## config.mk

```make
export PLATFORM = sky130hd
export DESIGN_NAME = alu
export DESIGN_NICKNAME = d
export VERILOG_FILES = /design/src/rtl/alu_pkg.sv /design/src/rtl/alu_shifter.sv /design/src/rtl/alu.sv
export SDC_FILE = /design/constraint.sdc
export NUM_CORES = 1
export LEC_CHECK = 0
export ABC_AREA = 1
export BUFFER_PORTS_ARGS = -buffer_cell sky130_fd_sc_hd__buf_2
export CAP_MARGIN = 5
export CELL_PAD_IN_SITES_DETAIL_PLACEMENT = 0
export CELL_PAD_IN_SITES_GLOBAL_PLACEMENT = 2
export CORE_UTILIZATION = 29
export CTS_BUF_LIST = sky130_fd_sc_hd__clkbuf_8
export DETAILED_ROUTE_END_ITERATION = 8
export HOLD_SLACK_MARGIN = 0.15
export PLACE_DENSITY_LB_ADDON = 0.15
export SETUP_SLACK_MARGIN = 0.2
export SYNTH_ARGS = -nofsm -noshare
export SYNTH_HDL_FRONTEND = slang
export SYNTH_HIERARCHICAL = 1
export SYNTH_SLANG_ARGS = --single-unit
export TNS_END_PERCENT = 100
```

## constraint.sdc

```tcl
create_clock -name clk -period 2.5 [get_ports clk]
set_input_delay 0.5 -clock clk [delete_from_list [all_inputs] [get_ports clk]]
set_output_delay 0.5 -clock clk [all_outputs]
set_load 0.05 [all_outputs]
```

## src/rtl/alu_pkg.sv

```systemverilog
// Shared op-code definitions for the datapath ALU and the control unit that drives it.
package alu_pkg;

  localparam logic [2:0] ALU_ADD = 3'b000;
  localparam logic [2:0] ALU_SUB = 3'b001;
  localparam logic [2:0] ALU_AND = 3'b010;
  localparam logic [2:0] ALU_OR  = 3'b011;
  localparam logic [2:0] ALU_XOR = 3'b100;
  localparam logic [2:0] ALU_LUI = 3'b101;
  localparam logic [2:0] ALU_SLL = 3'b110;
  localparam logic [2:0] ALU_SRL = 3'b111;

  localparam logic SHIFT_LEFT  = 1'b0;
  localparam logic SHIFT_RIGHT = 1'b1;

endpackage

```

## src/rtl/alu_shifter.sv

```systemverilog
// Combinational logical shifter for SLL/SRL; zero fill in both directions.
module alu_shifter
  import alu_pkg::*;
(
  input  logic [31:0] b_i,
  input  logic [4:0]  s_i,
  input  logic        dir_i,
  output logic [31:0] y_o
);

  always_comb begin
    if (dir_i == SHIFT_RIGHT) begin
      y_o = b_i >> s_i;
    end else begin
      y_o = b_i << s_i;
    end
  end

endmodule

```

## src/rtl/alu.sv

```systemverilog
// Registered 32-bit ALU: combinational op decode feeding a result register with
// synchronous reset, giving one cycle of latency from operands to C.
module alu
  import alu_pkg::*;
(
  input  logic        clk,
  input  logic        reset,
  input  logic [31:0] A,
  input  logic [31:0] B,
  input  logic [2:0]  ALUop,
  input  logic [4:0]  S,
  output logic [31:0] C
);

  logic [31:0] shiftResult;
  logic        shiftDir;
  logic [31:0] result_d;
  logic [31:0] result_q;

  assign shiftDir = (ALUop == ALU_SRL) ? SHIFT_RIGHT : SHIFT_LEFT;

  alu_shifter u_shifter (
    .b_i  (B),
    .s_i  (S),
    .dir_i(shiftDir),
    .y_o  (shiftResult)
  );

  // Shifter output is only selected for shift ops, so a junk S cannot reach C otherwise.
  always_comb begin
    result_d = 32'h0000_0000;
    case (ALUop)
      ALU_ADD: result_d = A + B;
      ALU_SUB: result_d = A - B;
      ALU_AND: result_d = A & B;
      ALU_OR:  result_d = A | B;
      ALU_XOR: result_d = A ^ B;
      ALU_LUI: result_d = {B[15:0], 16'h0000};
      ALU_SLL: result_d = shiftResult;
      ALU_SRL: result_d = shiftResult;
      default: result_d = 32'h0000_0000;
    endcase
  end

  always_ff @(posedge clk) begin
    if (reset) begin
      result_q <= 32'h0000_0000;
    end else begin
      result_q <= result_d;
    end
  end

  assign C = result_q;

endmodule

```

==> qor.yml, run 1 <==
setup_path:
  crit_path_max_incr_delay_ns: 0.37
  crit_path_start: "B[1]"
  worst_path_max_delay_cell: "ha_1"
  critPathRequiredTime_ns: 2.78
  endpoint: "C[28]$_SDFF_PP0_"
  arrival_ns: 3.13
  path_buf_inv: 7
  crit_top_cell: "nand2_1"
  worstSetupPathType: "input port to flop"
  path_depth: 22
  worst_setup_path_start_kind: "input port"
  cpLargestDelayFamily: "simple AND/OR/NAND/NOR gates"
  end_kind: "flop"
  timing.critical_path.cells: "buf_12 -> clkinv_8 -> ha_4 -> inv_4 -> nor2_4 -> nand4_1 -> o21ai_1 -> xor2_1 -> ha_1 -> nand2_2 -> buf_4 -> buf_4 -> nor2_4 -> inv_2 -> buf_4 -> nor3_2 -> nand2_1 -> nand2_1 -> nand2_1 -> nand2_1 -> nand2_1 -> a21oi_2"
  cp_max_fo: 4
detailed_routing:
  dr.pass1.iters: 5
  viasPerCell: 5.22
  wirelength_mm: 48.0
  wl_per_cell_um: 19.8
  num_vias: 12624
  drtAntennaViolNets: 0
  first_iter_violations: 1216
  drcViolationCount: 0
pwr:
  power_per_cell_area_nw_per_um2: 317
  comb_power_share_pct: 77.2
  p_leak_nw: 7.29
  pwr-share-clk_pct: 9.9
  cellInternalPower_mw: 2.11
  switching_power_mw: 2.38
  switching_share_pct: 53.1
  power_frac_seq_pct: 13.0
  peakVddDrop_mv: 0.185
layout:
  drive_gt1_share_pct: 38.0
  diodes: 0
  largest_register_ffs: 32
  nets: 2189
  design_area_um2: 14200
  synthToLayoutAreaGrowth_pct: 51.1
sta:
  finalSetupViolCount: 24
  rsz0062_at_grt: "yes"
  setup_tns_ns: -4.38
  fmax_mhz: 352
  period_minus_slack_ns: 2.84
  hold_viol: 0
  maxSlewViolCount: 0
  period_share_pct: 114
  max-slew-margin-rel_pct: 56.5
  worst_pin_slew_ns: 0.652
  finalWorstSetupSlack_ns: -0.344
synth:
  synth.mux.area_fraction_pct: 0
  synth_cell_types: 55
  yosysMostFrequentCell: "nand3_1"
  synth_ff_type: "dfxtp_1"
  ys_seq_elements: 32
  avgSynthCellArea_um2: 5.55
  synthSimpleGateAreaFrac_pct: 52.7
  synthXorXnorAreaFrac_pct: 3.74
  synth_seq_area_share_pct: 6.84
  yosysWarningCount: 6
  synthTopCellsByArea: "nand3_1 (25%), nand2_1 (17%), ha_1 (13%)"
  netlist_instances: 1688
  async_flop_share_pct: 0
  syn_nets: 1859
  synth-edff-count: 0
  synth_top_family_by_area: "simple AND/OR/NAND/NOR gates"
  synth_common_cells: "nand3_1 (466), nand2_1 (412), inv_1 (199)"
  yosysTopAreaCell: "nand3_1"
  syn-cell-area_um2: 9370
  synth_adder_area_share_pct: 13.0
  yosys.area.top_type_share_pct: 24.9
  synth_compound_area_share_pct: 10.1
global_route:
  grt_pass1_vias: 11949
  grt_max_degree: 56
  globalRouteOverflowTotal: 0
  antenna_found_initial: 0
  grt_first_pass_wirelength_mm: 72.0
  grtUsageTotal_pct: 28.9
clock_network:
  clockRootBuffer: "clkbuf_8"
  clock-sinks: 32
  cts_made_buffers: 5
  cts_tree: "yes"
  cts_buffer_depth: 2
  clk_pin_slew_worst_paths_ns: 0.08
  h-tree-depth: 2
  cts-hold-fix-buffers: 0
status:
  violations: "setup timing"
  status: "finished with violations"
floorplanning:
  ioPinCount: 106
  fp.dieH_um: 182
  num_rows: 65
  fp.dieW_um: 182
  core-area_um2: 31600
  initial_core_util_pct: 29.6
  die_area_um2: 33000
place:
  gp_congestion: 0.942
  port-buffer-count: 105
  dp_hpwl_mm: 38.8
  place_ws_ns: -1.04
  postPlaceCellArea_um2: 12400
min_path:
  min_path_type: "input port to flop"
job:
  drv_cap: 0
[cell families after synthesis]
kind of cell,after synthesis
compound gates,154
xor+xnor,40
fa+ha+maj,97
buf+inv,299
flops,32
simple gates,1066
[worst min-delay path by stage]
| stage | endpoint | start | depth (start not counted) | slack (ns) |
|---|---|---|---|---|
| after floorplan | C[6]$_SDFF_PP0_ | reset | 2 | 0.65 |
| after global placement | C[2]$_SDFF_PP0_ | reset | 2 | 0.89 |
| after detailed placement | C[2]$_SDFF_PP0_ | reset | 2 | 0.90 |
| after CTS | C[17]$_SDFF_PP0_ | reset | 2 | 0.55 |
| after global routing | C[17]$_SDFF_PP0_ | reset | 2 | 0.56 |
| final | C[17]$_SDFF_PP0_ | reset | 2 | 0.58 |
[stage by stage]
| stage | hold WS [ns] | power (mW) | util (%) | std cells |
|---|---|---|---|---|
| after floorplan | 0.646 | 2.31 | - | 1688 |
| after global placement | 0.890 | 3.50 | 39.3 | 2379 |
| after detailed placement | 0.898 | 3.50 | 39.3 | 2379 |
| after CTS | 0.555 | 4.29 | 42.9 | 2415 |
| after global routing | 0.563 | 4.82 | 44.7 | 2420 |
| final | 0.577 | 4.49 | 44.7 | 2420 |
[metal layers]
layer  vias to the layer above  routed length [um]  global-route usage [%]
li1                       6271                   -                       -
met1                      5865               22700                    40.9
met2                       438               20800                    44.9
met3                        50                3360                    5.40
met4                         0                1160                    6.95
met5                         -                   0                       0
[power groups by stage]
| stage | registers (mW) | clock network, mW | logic (mW) |
|---|---|---|---|
| final | 0.581 | 0.442 | 3.46 |
| after global routing | 0.584 | 0.481 | 3.76 |
| after CTS | 0.582 | 0.463 | 3.25 |
| after detailed placement | 0.592 | 0 | 2.91 |
| after global placement | 0.593 | 0 | 2.91 |
| after floorplan | 0.771 | 0 | 1.54 |
[final cells by class]
type | count | area (um^2)
Fill cell | 3398 | 17500
Multi-Input combinational cell | 1357 | 8940
Clock inverter | 2 | 8.76
Clock buffer | 5 | 68.8
Inverter | 222 | 873
Timing Repair Buffer | 400 | 3120
Sequential cell | 32 | 641
Tap cell | 402 | 503
[timing repair]
action                                 4_1_cts  5_1_grt
buffers inserted                            29        5
pin swaps                                  151      100
endpoints found under the hold margin        0        0
resized for setup                          217      122
setup endpoints to repair                   28       28
[cells in the final DEF (no fill, tap or decap), types with 5 or more instances in the layout]
cell type / instances
nand3_1: 451
nand2_1: 317
buf_4: 253
inv_1: 172
nand2_2: 108
buf_2: 95
ha_1: 72
nor2_1: 53
inv_2: 43
nor2_4: 33
dfxtp_1: 32
nand2_4: 32
buf_6: 31
a21oi_2: 25
a21oi_1: 25
xor2_1: 24
ha_4: 22
nand4_1: 19
o21ai_0: 18
buf_12: 17
nand3_2: 16
xor2_2: 14
o21ai_2: 10
nor2_2: 9
o21ai_1: 9
a221oi_1: 9
a211oi_1: 8
o221ai_1: 8
a21oi_4: 7
nor3_2: 6
a22oi_1: 6
inv_4: 5
nand3_4: 5
nor3_4: 5
clkbuf_8: 5
Power figures use the tool's default switching activity.
==> run 2: changes to the inputs <==
--- a/config.mk
+++ b/config.mk
@@ -10,6 +10,7 @@
 export CAP_MARGIN = 5
 export CELL_PAD_IN_SITES_DETAIL_PLACEMENT = 0
 export CELL_PAD_IN_SITES_GLOBAL_PLACEMENT = 2
+export CORE_ASPECT_RATIO = 1.25
 export CORE_UTILIZATION = 29
 export CTS_BUF_LIST = sky130_fd_sc_hd__clkbuf_8
 export DETAILED_ROUTE_END_ITERATION = 8
==> qor.yml, run 2 (synthesized netlist as in run 1, its figures left out) <==
status:
  status: "finished with violations"
  violations: "setup timing"
global_route:
  grt_max_degree: 49
  grtUsageTotal_pct: 29.2
  antenna_found_initial: 0
  grt_pass1_vias: 12743
  globalRouteOverflowTotal: 0
  grt_first_pass_wirelength_mm: 72.6
detailed_routing:
  num_vias: 12804
  wirelength_mm: 48.5
  wl_per_cell_um: 19.6
  viasPerCell: 5.19
  dr.pass1.iters: 5
  drcViolationCount: 0
  drtAntennaViolNets: 0
  first_iter_violations: 970
sta:
  fmax_mhz: 353
  period_minus_slack_ns: 2.84
  holdWs_ns: 0.657
  setup_tns_ns: -4.89
  hold_viol: 0
  max-slew-margin-rel_pct: 54.9
  finalWorstSetupSlack_ns: -0.336
  finalSetupViolCount: 25
  worst_pin_slew_ns: 0.676
  maxSlewViolCount: 0
  rsz0062_at_grt: "yes"
  period_share_pct: 113
layout:
  largest_register_ffs: 32
  nets: 2226
  diodes: 0
  final_common_cell: "nand3_1"
  design_area_um2: 14400
  drive_gt1_share_pct: 38.2
  fin_cells: 2468
  final_cell_mix: "nand3_1 (456), nand2_1 (320), buf_4 (294)"
  synthToLayoutAreaGrowth_pct: 53.5
clock_network:
  cts_made_buffers: 5
  cts_tree: "yes"
  cts_buffer_depth: 2
  clockRootBuffer: "clkbuf_8"
  clk_pin_slew_worst_paths_ns: 0.07
  h-tree-depth: 2
  cts-hold-fix-buffers: 0
  clock-sinks: 32
setup_path:
  critPathRequiredTime_ns: 2.69
  cp_max_fo: 5
  worstSetupPathType: "input port to flop"
  worst_setup_path_start_kind: "input port"
  arrival_ns: 3.02
  end_kind: "flop"
place:
  place_ws_ns: -1.07
  port-buffer-count: 105
  dp_cells: 2431
  postPlaceCellArea_um2: 12800
  gp_congestion: 0.910
  dp_hpwl_mm: 40.3
floorplanning:
  num_rows: 73
  core-area_um2: 31800
  die_area_um2: 33000
  initial_core_util_pct: 29.5
  fp.dieW_um: 163
  fp.dieH_um: 203
  ioPinCount: 106
min_path:
  min_path_type: "input port to flop"
job:
  drv_cap: 0
pwr:
  peakVddDrop_mv: 0.247
  power_per_cell_area_nw_per_um2: 313
  p_leak_nw: 7.44
run 2: repair_timing:
| action | 4_1_cts | 5_1_grt |
|---|---|---|
| setup buffers | 17 | 12 |
| pin swaps | 122 | 61 |
| resized for setup | 204 | 122 |
| setup endpoints to repair | 28 | 30 |
run 2: worst paths after layout:
path | slack, ns | end | start | depth (start not counted)
setup / recovery | -0.34 | C[31]$_SDFF_PP0_ | B[6] | 19
hold / removal | 0.66 | C[0]$_SDFF_PP0_ | A[0] | 4
run 2: layout make-up:
cell class / instances / area [um^2]
sequential: 32 / 641
inverter: 222 / 891
tap: 412 / 515
multi-input combinational: 1357 / 8840
fill: 3461 / 17400
clock inverter: 2 / 7.51
timing repair buffer: 437 / 3400
clock buffer: 6 / 82.6
run 2: power breakdown:
| part | switching, mW | internal [mW] | leakage [nW] |
|---|---|---|---|
| logic | 2.09 | 1.39 | 7.13 |
| registers | 0.0140 | 0.562 | 0.265 |
| clock network | 0.226 | 0.217 | 0.0538 |
run 2: layer usage:
layer  wire, um  global-route usage (%)
met5          0                       0
met4       3060                    17.3
met3       1460                   0.940
met2      23900                    51.4
met1      20000                    35.1
run 2: per-stage QoR:
step | utilization (%) | total power, mW
2_1_floorplan | - | 2.31
3_3_place_gp | 40.1 | 3.56
5_1_grt | 45.2 | 4.83
6_report | 45.2 | 4.50
3_5_place_dp | 40.1 | 3.57
4_1_cts | 43.2 | 4.29
run 2: critical path, cell delays in order:
cell	delay (ns)
buf_2	0.11
buf_4	0.16
nor2_4	0.12
buf_6	0.11
nand4_1	0.24
nor3_2	0.32
xor2_1	0.18
nand2_1	0.08
o21ai_2	0.07
ha_1	0.29
a21o_1	0.20
nor2_2	0.13
nand2_1	0.09
a21oi_2	0.12
nand2_1	0.07
nand2_1	0.05
nand2_1	0.05
nand2_1	0.07
a21oi_2	0.06
==> run 3: changes to the inputs <==
--- a/config.mk
+++ b/config.mk
@@ -15,6 +15,7 @@
 export CTS_BUF_LIST = sky130_fd_sc_hd__clkbuf_8
 export DETAILED_ROUTE_END_ITERATION = 8
 export HOLD_SLACK_MARGIN = 0.15
+export MAX_ROUTING_LAYER = met4
 export PLACE_DENSITY_LB_ADDON = 0.15
 export SETUP_SLACK_MARGIN = 0.2
 export SYNTH_ARGS = -nofsm -noshare
==> qor.yml, run 3 (synthesized netlist as in run 1, its figures left out) <==
status:
  status: "finished with violations"
  violations: "setup timing"
sta:
  period_minus_slack_ns: 2.96
  holdWs_ns: 0.521
  rsz0062_at_grt: "yes"
  period_share_pct: 118
  worst_pin_slew_ns: 0.675
  max-slew-margin-rel_pct: 54.9
  fmax_mhz: 338
  finalWorstSetupSlack_ns: -0.456
  setup_tns_ns: -5.93
  hold_viol: 0
  maxSlewViolCount: 0
  finalSetupViolCount: 25
global_route:
  grtUsageTotal_pct: 30.4
  grt_pass1_vias: 12681
  grt_first_pass_wirelength_mm: 73.0
  antenna_found_initial: 0
  top_usage_layer: "met2"
  globalRouteOverflowTotal: 0
  use_met1_pct: 35.7
  use_met2_pct: 53.6
  use_met3_pct: 0.592
  grt_max_degree: 46
floorplanning:
  ioPinCount: 106
  fp.dieW_um: 163
  core-area_um2: 31800
  num_rows: 73
  fp.dieH_um: 203
  die_area_um2: 33000
  initial_core_util_pct: 29.5
setup_path:
  crit_path_max_incr_delay_ns: 0.39
  timing.critical_path.cells: "buf_8 -> nor2_4 -> nand3_4 -> nor2_4 -> nand4_1 -> nand2_2 -> o21ai_2 -> a21oi_2 -> xor2_1 -> ha_2 -> nand2_2 -> buf_6 -> nor2_4 -> nand2_4 -> nor3_2 -> nand2_2 -> nand3b_1 -> nand2_1 -> nand2_2 -> nand2_2 -> a21oi_2"
  cp_max_fo: 4
  critPathRequiredTime_ns: 2.76
  worst_setup_path_start_kind: "input port"
  end_kind: "flop"
  worst_path_max_delay_cell: "ha_2"
  arrival_ns: 3.21
  worstSetupPathType: "input port to flop"
  cpLargestDelayFamily: "simple AND/OR/NAND/NOR gates"
  path_buf_inv: 2
  crit_top_cell: "nand2_2"
pwr:
  power_frac_seq_pct: 12.9
  switching_power_mw: 2.35
  pwr-share-clk_pct: 9.4
  comb_power_share_pct: 77.8
  p_leak_nw: 7.63
  cellInternalPower_mw: 2.12
  power_per_cell_area_nw_per_um2: 310
  switching_share_pct: 52.6
  peakVddDrop_mv: 0.251
layout:
  drive_gt1_share_pct: 39.1
  multiInputGateArea_um2: 8760
  nets: 2246
  seq_area_um2: 641
  final_cell_mix: "nand3_1 (451), nand2_1 (317), buf_4 (307)"
  design_area_um2: 14400
  final_common_cell: "nand3_1"
  diodes: 0
  nFillCells: 3468
  largest_register_ffs: 32
  synthToLayoutAreaGrowth_pct: 53.9
  fin_util_pct: 45.4
clock_network:
  clk_pin_slew_worst_paths_ns: 0.07
  clock-sinks: 32
  cts_made_buffers: 5
  h-tree-depth: 2
  cts-hold-fix-buffers: 0
  cts_tree: "yes"
  clockRootBuffer: "clkbuf_8"
  cts_buffer_depth: 2
min_path:
  min_path_type: "input port to flop"
place:
  postPlaceCellArea_um2: 12800
  port-buffer-count: 105
  dp_hpwl_mm: 40.7
  place_ws_ns: -1.04
  gp_congestion: 0.944
detailed_routing:
  wirelength_mm: 48.9
  viasPerCell: 5.16
  first_iter_violations: 805
  drtAntennaViolNets: 0
  dr.pass1.iters: 5
  num_vias: 12828
  wl_per_cell_um: 19.7
  drcViolationCount: 0
job:
  drv_cap: 0
run 3: changes by cell type in the layout (fill, tap and decap cells not counted), sizes merged:
| cell | delta |
|---|---|
| clkbuf | -1 |
| buf | +20 |
run 3: path summary, 6_finish.rpt:
check	to	slack (ns)	cells past startpoint	from
worst max-delay path	C[25]$_SDFF_PP0_	-0.46	21	B[5]
worst min-delay path	C[1]$_SDFF_PP0_	0.52	2	reset
run 3: what timing repair did:
item / in CTS / in global routing
setup endpoints to repair: 28 / 31
resized for setup: 175 / 156
setup buffers: 24 / 15
pin swaps: 93 / 104
run 3: final cells by class:
class | instances | area share (%)
multi-input combinational | 1357 | 60.8
timing repair buffer | 457 | 24.6
inverter | 222 | 6.06
sequential | 32 | 4.44
tap | 412 | 3.58
clock buffer | 5 | 0.477
clock inverter | 2 | 0.0607
run 3: power by group through the flow:
stage          registers [mW]  clock network, mW  logic [mW]
2_1_floorplan           0.771                  0        1.54
3_3_place_gp            0.587                  0        2.99
3_5_place_dp            0.588                  0        2.99
4_1_cts                 0.577              0.435        3.24
5_1_grt                 0.581              0.447        3.76
6_report                0.575              0.418        3.47
run 3: metal layers:
metal | routed length (um) | share of wire [%]
met2 | 24800 | 51
met5 | 0 | 0
met3 | 1480 | 3.0
met1 | 20400 | 42
met4 | 2330 | 4.8
run 3: stage by stage:
| step | total power [mW] | cells |
|---|---|---|
| floorplan | 2.31 | 1688 |
| global placement | 3.57 | 2441 |
| detailed placement | 3.58 | 2441 |
| CTS | 4.25 | 2472 |
| global route | 4.79 | 2487 |
| finish | 4.46 | 2487 |
